==> src/rtl/multicycle_control_unit.sv <==
// Multicycle RV32IM control unit: walks each instruction through FETCH/DECODE/EXEC/MEM/WB,
// handshaking with memory and an iterative mul/div unit, and traps on illegal ops or timeouts.
module multicycle_control_unit #(
    parameter bit          ENABLE_M       = 1'b1,
    parameter int unsigned TIMEOUT_CYCLES = 255,
    parameter int unsigned CNT_W          = 8
) (
    input  logic       clk,
    input  logic       rst_n,
    input  logic [6:0] opcode,
    input  logic [6:0] funct7,
    input  logic       mem_ready,
    input  logic       muldiv_done,
    output logic       imem_req,
    output logic       ir_write,
    output logic       pc_write,
    output logic       RegWrite,
    output logic       ALUSrc,
    output logic       MemRead,
    output logic       MemWrite,
    output logic       Branch,
    output logic       Jump,
    output logic       Jump_r,
    output logic       memtoreg,
    output logic       AUIPC,
    output logic [1:0] ALUOp,
    output logic       muldiv_start,
    output logic [2:0] state,
    output logic       illegal,
    output logic       bus_error
);
    typedef enum logic [2:0] {
        S_FETCH  = 3'd0,
        S_DECODE = 3'd1,
        S_EXEC   = 3'd2,
        S_MEM    = 3'd3,
        S_WB     = 3'd4,
        S_MULDIV = 3'd5,
        S_TRAP   = 3'd6
    } state_t;

    localparam logic [6:0] OP_R      = 7'b0110011;
    localparam logic [6:0] OP_IMM    = 7'b0010011;
    localparam logic [6:0] OP_LOAD   = 7'b0000011;
    localparam logic [6:0] OP_STORE  = 7'b0100011;
    localparam logic [6:0] OP_BRANCH = 7'b1100011;
    localparam logic [6:0] OP_LUI    = 7'b0110111;
    localparam logic [6:0] OP_JAL    = 7'b1101111;
    localparam logic [6:0] OP_JALR   = 7'b1100111;
    localparam logic [6:0] OP_AUIPC  = 7'b0010111;
    localparam logic [6:0] F7_MULDIV = 7'b0000001;

    localparam logic [CNT_W-1:0] CNT_MAX    = '1;
    localparam logic [CNT_W-1:0] CNT_LIMIT  = CNT_W'(TIMEOUT_CYCLES);
    localparam bit               TIMEOUT_EN = (TIMEOUT_CYCLES != 0);

    state_t           state_q, state_d;
    logic [6:0]       op_q, op_d;
    logic [6:0]       f7_q, f7_d;
    logic [CNT_W-1:0] cnt_q, cnt_d;
    logic             illegal_q, illegal_d;
    logic             bus_error_q, bus_error_d;

    logic op_legal;
    logic in_is_m;
    logic timeout_hit;
    logic is_load, is_store, is_branch, is_m;
    logic in_instr;

    always_comb begin
        op_legal = 1'b0;
        case (opcode)
            OP_R, OP_IMM, OP_LOAD, OP_STORE, OP_BRANCH,
            OP_LUI, OP_JAL, OP_JALR, OP_AUIPC: op_legal = 1'b1;
            default:                           op_legal = 1'b0;
        endcase
    end

    assign in_is_m     = (opcode == OP_R) && (funct7 == F7_MULDIV);
    assign is_load     = (op_q == OP_LOAD);
    assign is_store    = (op_q == OP_STORE);
    assign is_branch   = (op_q == OP_BRANCH);
    assign is_m        = (op_q == OP_R) && (f7_q == F7_MULDIV);
    // mem_ready on the limit cycle still completes the access
    assign timeout_hit = TIMEOUT_EN && !mem_ready && (cnt_q == CNT_LIMIT);

    always_comb begin
        state_d     = state_q;
        op_d        = op_q;
        f7_d        = f7_q;
        illegal_d   = illegal_q;
        bus_error_d = bus_error_q;
        cnt_d       = cnt_q;
        case (state_q)
            S_FETCH: begin
                if (mem_ready) begin
                    state_d = S_DECODE;
                end else if (timeout_hit) begin
                    state_d     = S_TRAP;
                    bus_error_d = 1'b1;
                end
            end
            S_DECODE: begin
                op_d = opcode;
                f7_d = funct7;
                if (!op_legal || (in_is_m && !ENABLE_M)) begin
                    state_d   = S_TRAP;
                    illegal_d = 1'b1;
                end else begin
                    state_d = S_EXEC;
                end
            end
            S_EXEC: begin
                if (is_branch)                 state_d = S_FETCH;
                else if (is_load || is_store)  state_d = S_MEM;
                else if (is_m)                 state_d = S_MULDIV;
                else                           state_d = S_WB;
            end
            S_MEM: begin
                if (mem_ready) begin
                    state_d = is_load ? S_WB : S_FETCH;
                end else if (timeout_hit) begin
                    state_d     = S_TRAP;
                    bus_error_d = 1'b1;
                end
            end
            S_MULDIV: begin
                if (muldiv_done) state_d = S_WB;
            end
            S_WB:    state_d = S_FETCH;
            S_TRAP:  state_d = S_TRAP;
            default: state_d = S_TRAP;
        endcase

        // Any state change clears the counter, which covers entry to FETCH and MEM
        if (state_d != state_q) begin
            cnt_d = '0;
        end else if ((state_q == S_FETCH || state_q == S_MEM) && cnt_q != CNT_MAX) begin
            cnt_d = cnt_q + 1'b1;
        end
    end

    always_comb begin
        imem_req     = 1'b0;
        ir_write     = 1'b0;
        pc_write     = 1'b0;
        RegWrite     = 1'b0;
        ALUSrc       = 1'b0;
        MemRead      = 1'b0;
        MemWrite     = 1'b0;
        Branch       = 1'b0;
        Jump         = 1'b0;
        Jump_r       = 1'b0;
        memtoreg     = 1'b0;
        AUIPC        = 1'b0;
        ALUOp        = 2'b00;
        muldiv_start = 1'b0;
        in_instr     = state_q inside {S_EXEC, S_MEM, S_MULDIV, S_WB};

        if (in_instr) begin
            case (op_q)
                OP_R:      ALUOp = 2'b10;
                OP_IMM:    begin ALUSrc = 1'b1; ALUOp = 2'b10; end
                OP_LOAD:   begin ALUSrc = 1'b1; memtoreg = 1'b1; end
                OP_STORE:  ALUSrc = 1'b1;
                OP_BRANCH: begin Branch = 1'b1; ALUOp = 2'b01; end
                OP_LUI:    begin ALUSrc = 1'b1; ALUOp = 2'b11; end
                OP_JAL:    Jump = 1'b1;
                OP_JALR:   begin ALUSrc = 1'b1; Jump_r = 1'b1; end
                OP_AUIPC:  begin ALUSrc = 1'b1; AUIPC = 1'b1; end
                default:   ;
            endcase
        end

        case (state_q)
            S_FETCH: begin
                imem_req = 1'b1;
                ir_write = mem_ready;
            end
            S_EXEC: begin
                pc_write     = is_branch;
                muldiv_start = is_m;
            end
            S_MEM: begin
                MemRead  = is_load;
                MemWrite = is_store;
                pc_write = is_store && mem_ready;
            end
            S_WB: begin
                RegWrite = 1'b1;
                pc_write = 1'b1;
            end
            default: ;
        endcase
    end

    always_ff @(posedge clk) begin
        if (!rst_n) begin
            state_q     <= S_FETCH;
            op_q        <= '0;
            f7_q        <= '0;
            cnt_q       <= '0;
            illegal_q   <= 1'b0;
            bus_error_q <= 1'b0;
        end else begin
            state_q     <= state_d;
            op_q        <= op_d;
            f7_q        <= f7_d;
            cnt_q       <= cnt_d;
            illegal_q   <= illegal_d;
            bus_error_q <= bus_error_d;
        end
    end

    assign state     = state_q;
    assign illegal   = illegal_q;
    assign bus_error = bus_error_q;

endmodule
==> config.mk <==
export PLATFORM = sky130hd
export DESIGN_NAME = multicycle_control_unit
export DESIGN_NICKNAME = d
export VERILOG_FILES = /design/src/rtl/multicycle_control_unit.sv
export SDC_FILE = /design/constraint.sdc
export NUM_CORES = 1
export LEC_CHECK = 0
export ABC_CLOCK_PERIOD_IN_PS = 4900
export CELL_PAD_IN_SITES_DETAIL_PLACEMENT = 1
export CELL_PAD_IN_SITES_GLOBAL_PLACEMENT = 1
export CORE_AREA = 5 5 71 73
export DETAILED_ROUTE_END_ITERATION = 12
export DIE_AREA = 0 0 76 78
export GPL_ROUTABILITY_DRIVEN = 0
export HOLD_SLACK_MARGIN = 0.15
export PLACE_DENSITY = 0.81
export SLEW_MARGIN = 20
export SYNTH_ARGS = -nofsm -noshare
export SYNTH_HDL_FRONTEND = slang
export SYNTH_SLANG_ARGS = --single-unit
==> constraint.sdc <==
create_clock -name clk -period 4.9 [get_ports clk]
set_clock_uncertainty 0.2 [all_clocks]
set_input_delay 0.98 -clock clk [delete_from_list [all_inputs] [get_ports clk]]
set_output_delay 0.98 -clock clk [all_outputs]
set_load 0.1 [all_outputs]
==> out/metrics.yaml, run 1 <==
status: "finished, final reports clean"
wl_mm: 4.36
yosysSeqAreaShare: 0.330
initial_utilization: 0.381
vdd_drop_max_uv: 113
p_seq_frac: 0.438
setup-violations-final: 0
dpl_worst_slack_ns: 1.19
ys_top_cells_by_area: "dfxtp_1 (33%), nand2_1 (10%), a21boi_0 (7.3%)"
ys_ff_latch: 27
grt.overflow.total: 0
placementRows: 24
finalHoldViolations: 0
drt_pass1_iterations: 4
nets: 262
synth_edf_count: 0
vias: 1600
final.setup.tns_ns: 0
path_clk_slew_ns: 0.10
cts.sinks: 27
drive_above_1_share: 0.0909
ys_types: 45
die_w_um: 76
grt_util_met1: 0.181
cp_slowest_cell: "clkdlybuf4s50_1"
max-cap-violations: 0
core_sq_um: 4290
finalMaxSlewViolations: 0
cts_root_buf: "clkbuf_8"
synth.top_cell.area_share: 0.330
post_drt_wl_per_cell_um: 14.8
synth_top_flop_cell: "dfxtp_1"
clk_path_buf_depth: 2
track_usage: 0.146
ctsResizeCount: 0
synth_area_leader_cell: "dfxtp_1"
port_buffers: 37
syn_area_per_cell_sq_um: 7.73
grt_busiest_layer: "met2"
holdCritPathClass: "reg -> reg"
viasPerCell: 5.44
cp_max_fo: 18
die_area_sq_um: 5930
power.share.combinational: 0.336
area_growth_pct: 26.8
dpl.hpwl_mm: 3.33
worst_pin_slew_ns: 0.993
htreeDepth: 1
max_slew_margin: 0.336
grt_pass1_vias: 1531
synth_cells: 212
cts_buffers: 3
power.switching_w: 0.000226
crit_required_ns: 3.72
synthesis.area_sq_um: 1640
synthArstFlopShare: 0
p_leak_nw: 0.720
path_cells: "xnor2_1 > nor2_1 > nand2_1 > a21oi_1 > clkdlybuf4s50_1"
diodes: 0
drtIter0Drc: 40
synth.yosys.warnings: 0
p_int_w: 0.000356
synth_fp_nets: 231
rsz0062_at_grt: "no"
grt_pass1_wl_mm: 7.25
die_h_um: 78
setup_ws_ns: 0.910
met3_usage: 0.0255
cts_tree: "done"
timing.final.crit_share: 0.814
drc: 0
grt_max_degree: 21
clkLatencyLatePin_ns: 0.28
io_pins: 38
antenna_found_initial: 0
cts_hold_buf: 0
p_per_area_nw_per_um2: 280
cp.arrival_ns: 2.81
p_sw_frac: 0.389
use_met2: 0.252
finalCriticalPeriod_ns: 3.99
fill_cells: 527
power_frac_clock: 0.226
critPathKind: "reg -> out"
startpoint_type: "flip-flop"
max_stage_delay_ns: 1.15
fmax_mhz: 251
cts_setup_buffers: 0
final_antenna_net_count: 0
cp-end-kind: "output pin"
==> power groups by stage <==
stage | Clock, W | Combinational [W] | Sequential (W)
4_1_cts | 0.000137 | 0.000198 | 0.000255
2_1_floorplan | 0 | 0.000131 | 0.000273
3_3_place_gp | 0 | 0.000194 | 0.000259
3_5_place_dp | 0 | 0.000197 | 0.000260
5_1_grt | 0.000147 | 0.000211 | 0.000259
6_report | 0.000131 | 0.000195 | 0.000255
==> kinds of logic (layout without fill, tap and decap cells) <==
| group | count (synthesis) | after routing | share of synthesized area |
|---|---|---|---|
| and+or+nand+nor | 113 | 113 | 0.354 |
| muxes | 4 | 4 | 0.0252 |
| adders and majority gates | 1 | 1 | 0.00764 |
| AOI/OAI and AO/OA | 43 | 43 | 0.199 |
| xor gates and xnor gates | 6 | 6 | 0.0321 |
| buffers and inverters | 18 | 48 | 0.0519 |
| DFF | 27 | 27 | 0.330 |
==> synthesized netlist by cell type (3+ instances only) <==
cell and count:
dfxtp_1 27, nor3b_1 4, xor2_1 4, a21oi_1 7, nor2_1 14, inv_1 5, nand3_1 5, nand2b_1 6
mux2i_1 3, nand2_1 45, a21boi_0 16, o21ai_0 5, nor2b_1 4, nand4_1 3, o21a_1 3, clkbuf_1 8
and4_1 3, and3_1 3, nor3_1 14
==> final cells by class <==
type                            count  area [sq um]  area share
Multi-Input combinational cell    167          1030       0.498
Sequential cell                    27           541       0.260
Timing Repair Buffer               39           370       0.178
Tap cell                           52          65.1      0.0313
Clock buffer                        3          41.3      0.0199
Inverter                            5          18.8     0.00904
Clock inverter                      1          7.51     0.00361
==> per-layer routing <==
layer | routed length [um] | share of wire | up-vias
met3 | 214 | 0.049 | 7
met1 | 2040 | 0.47 | 752
met5 | 0 | 0 | -
met2 | 2030 | 0.47 | 36
li1 | - | - | 805
met4 | 72 | 0.017 | 0
==> per-stage QoR <==
step / cell area, sq um / utilization / power, W / hold slack (ns) / std cells
detailed placement: 2030 / 0.472 / 0.000457 / 0.254 / 290
CTS: 2080 / 0.484 / 0.000590 / 0.271 / 294
global placement: 2030 / 0.472 / 0.000454 / 0.248 / 290
global route: 2080 / 0.484 / 0.000617 / 0.283 / 294
floorplan: 1660 / - / 0.000404 / 0.238 / 212
finish: 2080 / 0.484 / 0.000582 / 0.266 / 294
==> sequential cells by signal, summed over array words and instances, names as in the netlist <==
| register | cells |
|---|---|
| bus_error | 1 |
| op_q | 7 |
| state | 3 |
| f7_q | 7 |
| illegal | 1 |
| cnt_q | 8 |
==> layout by cell type, fill, tap and decap left out, types with 2 or more instances in the layout <==
cell	count
and4_1	3
nand2_1	45
o21ai_0	5
nand3_1	5
inv_1	5
clkbuf_8	3
xor2_1	4
nor2_1	14
xnor2_1	2
and3_1	3
nor3b_1	3
nand3b_1	2
nor3_1	13
nand4_1	3
o21a_1	3
nor3_2	2
dfxtp_1	27
buf_4	8
nand2b_1	6
a21boi_0	16
o31a_1	2
nor2b_1	4
clkdlybuf4s50_1	31
a21oi_1	7
mux2i_1	3
==> critical path: cells and delay by family (launching register included) <==
kind                      cells  cell delay, ns
xor gates and xnor gates      1            0.21
and+or+nand+nor               2            0.30
buffers and inverters         1            1.15
DFF                           1            0.73
AOI/OAI and AO/OA             1            0.15
==> final timing paths <==
check        startpoint  cells past startpoint        to  slack (ns)
min reg2reg     f7_q[4]                      2   f7_q[4]        0.27
min             f7_q[4]                      2   f7_q[4]        0.27
max reg2reg    state[2]                      5  state[2]        2.43
max            state[2]                      5    ALUSrc        0.91
Power figures use the tool's default switching activity.
==> run 2: changes to the inputs <==
--- a/config.mk
+++ b/config.mk
@@ -5,15 +5,15 @@
 export SDC_FILE = /design/constraint.sdc
 export NUM_CORES = 1
 export LEC_CHECK = 0
-export ABC_CLOCK_PERIOD_IN_PS = 4900
+export ABC_CLOCK_PERIOD_IN_PS = 3240
 export CELL_PAD_IN_SITES_DETAIL_PLACEMENT = 1
 export CELL_PAD_IN_SITES_GLOBAL_PLACEMENT = 1
-export CORE_AREA = 5 5 71 73
+export CORE_AREA = 5 5 78 80
 export DETAILED_ROUTE_END_ITERATION = 12
-export DIE_AREA = 0 0 76 78
+export DIE_AREA = 0 0 83 85
 export GPL_ROUTABILITY_DRIVEN = 0
 export HOLD_SLACK_MARGIN = 0.15
-export PLACE_DENSITY = 0.81
+export PLACE_DENSITY = 0.7
 export SLEW_MARGIN = 20
 export SYNTH_ARGS = -nofsm -noshare
 export SYNTH_HDL_FRONTEND = slang
==> constraint.sdc (replaced) <==
create_clock -name clk -period 3.24 [get_ports clk]
set_clock_uncertainty 0.2 [all_clocks]
set_input_delay 0.648 -clock clk [delete_from_list [all_inputs] [get_ports clk]]
set_output_delay 0.648 -clock clk [all_outputs]
set_load 0.1 [all_outputs]
==> out/metrics.yaml, run 2 (synthesized netlist as in run 1, its figures left out) <==
final_antenna_net_count: 0
grt_max_degree: 21
top_register: "cnt_q"
finalHoldViolations: 0
core_sq_um: 5340
io_pins: 38
vdd_drop_max_uv: 148
grt_pass1_vias: 1589
cp.arrival_ns: 2.06
track_usage: 0.132
max-cap-violations: 0
crit_start: "op_q[5]"
grt_pass1_wl_mm: 7.78
finalMaxSlewViolations: 0
diodes: 0
cts_buffers: 3
largestRegisters: "cnt_q x8, f7_q x7, op_q x7"
status: "finished, final reports clean"
grt.overflow.total: 0
worst_pin_slew_ns: 0.824
initial_utilization: 0.307
fin_area_sq_um: 2320
dpl.hpwl_mm: 3.45
ctsResizeCount: 0
p_leak_nw: 0.841
cts_setup_buffers: 0
cts_root_buf: "clkbuf_8"
finalCriticalPeriod_ns: 2.90
holdCritPathClass: "reg -> reg"
cp-end-kind: "output pin"
viasPerCell: 5.11
startpoint_type: "flip-flop"
path_clk_slew_ns: 0.10
die_w_um: 83
setup-violations-final: 0
timing.final.crit_share: 0.896
die_area_sq_um: 7060
min-delay-start: "f7_q[6]"
placementRows: 27
max_slew_margin: 0.450
mostFrequentLayoutCells: "nand2_1 (45), dfxtp_1 (24), clkdlybuf4s50_1 (17)"
r2r-start: "op_q[2]"
vias: 1616
drive_above_1_share: 0.209
crit_required_ns: 2.39
layout_commonest_cell: "nand2_1"
fmax_mhz: 344
setup_ws_ns: 0.337
drtIter0Drc: 67
p_per_area_nw_per_um2: 390
drc: 0
port_buffers: 37
post_drt_wl_per_cell_um: 14.4
placed_area_sq_um: 2270
antenna_found_initial: 0
htreeDepth: 1
die_h_um: 85
critPathKind: "reg -> out"
clkLatencyLatePin_ns: 0.27
cts.sinks: 27
nets: 264
wl_mm: 4.54
clk_path_buf_depth: 2
place_inst: 312
largest_register_ffs: 8
dpl_worst_slack_ns: 0.467
final.setup.tns_ns: 0
cts_hold_buf: 0
drt_pass1_iterations: 4
cts_tree: "done"
whs_ns: 0.267
fin_cells: 316
area_growth_pct: 41.6
cp_max_fo: 8
rsz0062_at_grt: "no"
## run 2: changes by cell type in the layout (fill, tap and decap cells not counted), sizes merged
cell           previous run  this run
clkinvlp                  1         0
clkdlybuf4s50            31        17
buf                       8        24
inv                       5         6
## run 2: worst paths after layout
path         slack (ns)  cells past startpoint       end
max                0.34                      5    ALUSrc
min                0.27                      2   f7_q[6]
max reg2reg        1.01                      5  cnt_q[4]
min reg2reg        0.27                      2   f7_q[6]
## run 2: final cells by class
| cell class | instances | area [sq um] |
|---|---|---|
| repair buffers | 41 | 475 |
| fillers | 633 | 3020 |
| clock inverters | 1 | 6.26 |
| inverters | 5 | 18.8 |
| multi-input cells | 167 | 1130 |
| clock buffers | 3 | 41.3 |
| flip-flops and latches | 27 | 552 |
| well taps | 72 | 90.1 |
## run 2: per-stage QoR
step | utilization | total power, W
floorplan | - | 0.000628
global placement | 0.425 | 0.000717
detailed placement | 0.425 | 0.000720
CTS | 0.434 | 0.000918
global route | 0.434 | 0.000963
finish | 0.434 | 0.000904
## run 2: critical path, cell delays in order, from the launching register on
cell	delay [ns]
dfxtp_1	0.57
inv_1	0.21
nor3b_1	0.40
o21ai_0	0.22
a21oi_4	0.19
buf_12	0.19
## run 2: metal layers
| layer | global-route usage | vias up | routed length, um | share of wire |
|---|---|---|---|---|
| met5 | 0 | - | 0 | 0 |
| met4 | 0.0416 | 0 | 58 | 0.013 |
| met3 | 0.0233 | 4 | 204 | 0.045 |
| met2 | 0.216 | 30 | 2130 | 0.47 |
| met1 | 0.176 | 771 | 2150 | 0.47 |
| li1 | - | 811 | - | - |
## run 2: power by group
group / switching [W] / internal (W) / total [W] / leakage, nW
sequential: 0.0000431 / 0.000354 / 0.000397 / 0.221
combinational: 0.000204 / 0.000110 / 0.000313 / 0.593
clock: 0.000105 / 0.0000878 / 0.000193 / 0.0260
total: 0.000352 / 0.000551 / 0.000904 / 0.841
